$ cat src/rtl/pim_pkg.sv
// Shared types for the pulse interval meter: FSM states and the captured result.
package pim_pkg;

  localparam int unsigned PIM_MAX_W = 32;

  typedef enum logic [1:0] {
    ST_IDLE    = 2'd0,
    ST_ARM     = 2'd1,
    ST_MEASURE = 2'd2
  } pim_state_e;

  // Period is held at the widest supported width; the top narrows it to COUNTWIDTH.
  typedef struct packed {
    logic [PIM_MAX_W-1:0] period;
    logic                 overflow;
  } pim_result_t;

  function automatic pim_result_t make_result(input logic [PIM_MAX_W-1:0] count,
                                              input logic                 saturated);
    pim_result_t r;
    r.period   = count;
    r.overflow = saturated;
    return r;
  endfunction

endpackage

$ cat src/rtl/sync_edge_detect.sv
// Multi-flop synchroniser followed by a registered rising-edge detector.
module sync_edge_detect #(
  parameter int unsigned STAGES = 2
) (
  input  logic clk,
  input  logic nRST,
  input  logic async_in,
  output logic rise
);

  logic [STAGES-1:0] sync_q;
  logic              prev_q;
  logic              rise_q;

  // Shift the async input through the chain and flag a synced low-to-high step.
  always_ff @(posedge clk or negedge nRST) begin
    if (!nRST) begin
      sync_q <= {STAGES{1'b0}};
      prev_q <= 1'b0;
      rise_q <= 1'b0;
    end else begin
      sync_q <= {sync_q[STAGES-2:0], async_in};
      prev_q <= sync_q[STAGES-1];
      rise_q <= sync_q[STAGES-1] & ~prev_q;
    end
  end

  assign rise = rise_q;

endmodule

$ cat src/rtl/pulse_interval_meter.sv
// Measures clk cycles between successive rising edges of an async pulse and
// hands each result out through a valid/ready holding register.
module pulse_interval_meter #(
  parameter int unsigned COUNTWIDTH  = 16,
  parameter int unsigned SYNC_STAGES = 2
) (
  input  logic                  clk,
  input  logic                  nRST,
  input  logic                  enable,
  input  logic                  pulse_in,
  output logic [COUNTWIDTH-1:0] period,
  output logic                  overflow,
  output logic                  period_valid,
  input  logic                  period_ready,
  output logic                  dropped
);

  import pim_pkg::*;

  localparam logic [COUNTWIDTH-1:0] CNT_ZERO = {COUNTWIDTH{1'b0}};
  localparam logic [COUNTWIDTH-1:0] CNT_ONE  = {{(COUNTWIDTH-1){1'b0}}, 1'b1};
  localparam logic [COUNTWIDTH-1:0] CNT_MAX  = {COUNTWIDTH{1'b1}};

  logic                  rise_s;
  logic                  capture_s;
  pim_state_e            state_q, state_d;
  logic [COUNTWIDTH-1:0] cnt_q, cnt_d;
  pim_result_t           res_q, res_d;
  logic                  valid_q, valid_d;
  logic                  dropped_q, dropped_d;

  sync_edge_detect #(
    .STAGES (SYNC_STAGES)
  ) u_sync (
    .clk      (clk),
    .nRST     (nRST),
    .async_in (pulse_in),
    .rise     (rise_s)
  );

  // Measurement FSM with saturating interval counter.
  always_comb begin
    state_d   = state_q;
    cnt_d     = cnt_q;
    capture_s = 1'b0;
    case (state_q)
      ST_IDLE: begin
        cnt_d = CNT_ZERO;
        if (enable) state_d = ST_ARM;
        else        state_d = ST_IDLE;
      end
      ST_ARM: begin
        if (!enable) begin
          state_d = ST_IDLE;
          cnt_d   = CNT_ZERO;
        end else if (rise_s) begin
          state_d = ST_MEASURE;
          cnt_d   = CNT_ONE;
        end else begin
          state_d = ST_ARM;
        end
      end
      ST_MEASURE: begin
        if (!enable) begin
          state_d = ST_IDLE;
          cnt_d   = CNT_ZERO;
        end else if (rise_s) begin
          capture_s = 1'b1;
          cnt_d     = CNT_ONE;
        end else if (cnt_q != CNT_MAX) begin
          cnt_d = cnt_q + CNT_ONE;
        end else begin
          cnt_d = cnt_q;
        end
      end
      default: begin
        state_d = ST_IDLE;
        cnt_d   = CNT_ZERO;
      end
    endcase
  end

  // Result holding register: a full register refuses a new result unless it is consumed the same cycle.
  always_comb begin
    res_d     = res_q;
    valid_d   = valid_q;
    dropped_d = 1'b0;
    if (capture_s) begin
      if (!valid_q || period_ready) begin
        res_d   = make_result(PIM_MAX_W'(cnt_q), cnt_q == CNT_MAX);
        valid_d = 1'b1;
      end else begin
        dropped_d = 1'b1;
      end
    end else if (valid_q && period_ready) begin
      valid_d = 1'b0;
    end else begin
      valid_d = valid_q;
    end
  end

  // State, counter and result registers.
  always_ff @(posedge clk or negedge nRST) begin
    if (!nRST) begin
      state_q   <= ST_IDLE;
      cnt_q     <= CNT_ZERO;
      res_q     <= make_result({PIM_MAX_W{1'b0}}, 1'b0);
      valid_q   <= 1'b0;
      dropped_q <= 1'b0;
    end else begin
      state_q   <= state_d;
      cnt_q     <= cnt_d;
      res_q     <= res_d;
      valid_q   <= valid_d;
      dropped_q <= dropped_d;
    end
  end

  assign period       = COUNTWIDTH'(res_q.period);
  assign overflow     = res_q.overflow;
  assign period_valid = valid_q;
  assign dropped      = dropped_q;

endmodule

$ cat config.mk
export PLATFORM = sky130hd
export DESIGN_NAME = pulse_interval_meter
export DESIGN_NICKNAME = d
export VERILOG_FILES = /design/src/rtl/pim_pkg.sv /design/src/rtl/sync_edge_detect.sv /design/src/rtl/pulse_interval_meter.sv
export SDC_FILE = /design/constraint.sdc
export NUM_CORES = 1
export LEC_CHECK = 0
export BUFFER_PORTS_ARGS = -buffer_cell sky130_fd_sc_hd__buf_2
export CORE_ASPECT_RATIO = 0.7
export CORE_MARGIN = 2
export CORE_UTILIZATION = 45
export DETAILED_ROUTE_END_ITERATION = 7
export GPL_ROUTABILITY_DRIVEN = 0
export PLACE_DENSITY = 0.67
export SLEW_MARGIN = 20
export SYNTH_ARGS = -nofsm -noshare
export SYNTH_HDL_FRONTEND = slang
export SYNTH_SLANG_ARGS = --single-unit
$ cat constraint.sdc
create_clock -name clk -period 1.9 [get_ports clk]
set_input_delay 0.19 -clock clk [delete_from_list [all_inputs] [get_ports clk]]
set_output_delay 0.19 -clock clk [all_outputs]
set_load 0.02 [all_outputs]
==> qor.yml <==
sta:
  rsz0062_at_grt: "yes"
  skew_ps: 5.178
  worst_slack_ps: 45.54
  hold_violations: 0
  relSlewSlack: 0.6493
  min_period_ps: 1854
  setup_viol: 0
  finalCritPeriodShare: 0.9760
  slew_violations: 0
  worst_hold_slack_ps: 171.5
  worstMarginPinSlew_ps: 521.3
  tns_ps: 0
  max_freq_mhz: 539.2
die:
  io_pins: 24
  dieArea_mm2: 0.004966
  die_h_um: 59.56
  start_util: 0.4637
  core_area_mm2: 0.004279
  fp-row-count: 20
  die_x_um: 83.37
placed_design:
  dp_hpwl_um: 3148
  place_area_mm2: 0.002243
  dp_slack_ps: 3.234
  port_buffers: 23
setup_path:
  end_kind: "flop"
  worst-path-max-fanout: 8
  path_class: "flop to flop"
  startpoint_type: "flop"
  arrival_ps: 2070
  required_ps: 2120
synth:
  synth_edf_count: 0
  synth.area.top_cells: "dfrtp_1, mux2_2, nand3_1"
  ys.flop_type: "dfrtp_1"
  ys_warn_count: 0
  postSynthNetCount: 188
  synth.distinct_cells: 42
  synthesis.area_mm2: 0.001984
  yosysSeqAreaShare: 0.5170
  synth_cells: 179
  synth_top_cell_by_area: "dfrtp_1"
  ys_ff_latch: 41
  yosys.area.top_type_share: 0.5170
  async_flop_share: 1.000
  syn-mean-instance-area_um2: 11.09
clocking:
  clk_pin_slew_ps: 80
  cts_tree: "built"
  clockBufferDepth: 2
  cts_root_buffer: "clkbuf_8"
  clock-sinks: 41
  numCtsBuffers: 5
  clock_latency_ps: 300
  h-tree-depth: 2
route:
  drt_iter0_drc: 113
  drc: 0
  vias_per_cell: 5.942
  postRouteAntennaNets: 0
  vias: 1646
  routed_wl_um: 4494
  routedWlPerCell_um: 16.22
  first_pass_iters: 4
power_and_ir_drop:
  power_density_mw_per_mm2: 700.1
  p_int_mw: 1.351
  power_leakage_nw: 1.158
  swShare: 0.2169
  comb_power_share: 0.064
  p_seq_frac: 0.515
  p_switching_uw: 374.4
  clkPwrFrac: 0.422
  peakVddDrop_uv: 426.3
worst_hold_path:
  hp-class: "primary input to flop"
global_routing:
  grt_pass1_wl_um: 7624
  grt_pass1_vias: 1587
  antenna_found_initial: 0
  grt_overflow: 0
  grt_use_total: 0.2015
  grt_max_degree: 22
cells_and_area:
  finalInstanceArea_mm2: 0.002465
  n_fill_cell: 380
  area_delta_synth_final_pct: 24.21
  n_antenna_cell: 0
  drive_gt1_frac: 0.3378
  final_nets: 230
job:
  maxCapViolations: 0
status:
  status: "complete, no violations"
registers in the layout (all words and copies together) (netlist names):
signal / count
u_sync.rise: 1
overflow: 1
cnt_q: 16
period: 16
state_q: 2
dropped: 1
u_sync.sync_q: 2
period_valid: 1
u_sync.prev_q: 1
cell type report:
cell class	instances	area, µm²	share of cell area
sequential	41	1026	0.4162
multi-input combinational	124	943.4	0.3827
timing repair buffer	41	280.3	0.1137
clock buffer	7	86.33	0.03503
tap	55	68.82	0.02792
clock inverter	1	30.03	0.01218
inverter	8	30.03	0.01218
per-stage QoR:
stage | total power, mW | utilization | cells
after detailed placement | 0.9999 | 0.5243 | 262
final | 1.726 | 0.5760 | 277
after global routing | 1.799 | 0.5760 | 277
after global placement | 0.9950 | 0.5243 | 262
after floorplan | 0.9516 | - | 179
after CTS | 1.736 | 0.5602 | 274
cells in the mapped netlist (2+ instances only):
master,n
dfrtp_1,41
mux2_2,18
nand2_1,13
nand3_1,12
a31oi_1,8
inv_1,8
a21oi_1,7
nor2_1,7
o211ai_1,5
or4_1,5
ha_1,4
nand2b_1,4
nor3_1,4
o21ai_0,4
and3_1,3
clkbuf_1,3
nand4_1,3
a21boi_0,2
a2bb2oi_1,2
buf_2,2
nor2b_1,2
nor4_1,2
cell families after synthesis:
| group | after synthesis | synth area share |
|---|---|---|
| adders and majority gates | 4 | 0.02522 |
| AOI/OAI and AO/OA | 38 | 0.1312 |
| muxes | 19 | 0.1072 |
| and+or+nand+nor | 63 | 0.1879 |
| DFF | 41 | 0.5170 |
| buffers and inverters | 14 | 0.03153 |
path summary, 6_finish.rpt:
path	startpoint	to	slack [ps]	cells after the start
worst min-delay path	period_ready	dropped$_DFF_PN0_	170	3
worst max-delay path	cnt_q[1]$_DFFE_PN0P_	cnt_q[15]$_DFFE_PN0P_	50	6
min in group asynchronous	nRST	overflow$_DFFE_PN0P_	380	2
max in group asynchronous	nRST	cnt_q[4]$_DFFE_PN0P_	1040	3
worst min register to register	u_sync.sync_q[0]$_DFF_PN0_	u_sync.sync_q[1]$_DFF_PN0_	350	0
worst max register to register	cnt_q[1]$_DFFE_PN0P_	cnt_q[15]$_DFFE_PN0P_	50	6
per-layer routing:
| metal | up-vias | track usage | wire (µm) | part of all wire |
|---|---|---|---|---|
| met5 | - | 0 | 0 | 0 |
| met4 | 0 | 0.09368 | 103 | 0.023 |
| met3 | 12 | 0.06685 | 410 | 0.091 |
| met2 | 70 | 0.2995 | 1969 | 0.44 |
| met1 | 807 | 0.2710 | 2011 | 0.45 |
| li1 | 757 | - | - | - |
power groups by stage:
stage / clock network [mW] / logic (mW) / registers, mW
final: 0.728 / 0.110 / 0.888
after global placement: 0 / 0.0898 / 0.905
after global routing: 0.787 / 0.123 / 0.889
after detailed placement: 0 / 0.0938 / 0.906
after CTS: 0.748 / 0.100 / 0.887
after floorplan: 0 / 0.0485 / 0.903
worst max-delay path, stage by stage (launching register included):
cell and delay [ps]:
dfrtp_1 400, ha_2 240, nand4_1 180, nor4_4 400, a31oi_2 190, buf_4 210, o211ai_1 170
cell usage in the layout, fill, tap and decap left out, types with 7 or more instances in the layout:
cell,synthesis,layout
nor2_1,7,7
a31oi_1,8,7
inv_1,8,7
nand2_1,13,12
a21oi_1,7,7
buf_2,2,23
mux2_2,18,18
buf_4,0,14
nand3_1,12,12
dfrtp_1,41,41
what timing repair did:
item	CTS	global route
setup buffers	2	3
hold buffers	2	0
resized for setup	1	8
pin swaps	1	3
endpoints found under the setup margin	5	14
hold endpoints to repair	21	0
Note: power is estimated with default switching activity, not from simulation.
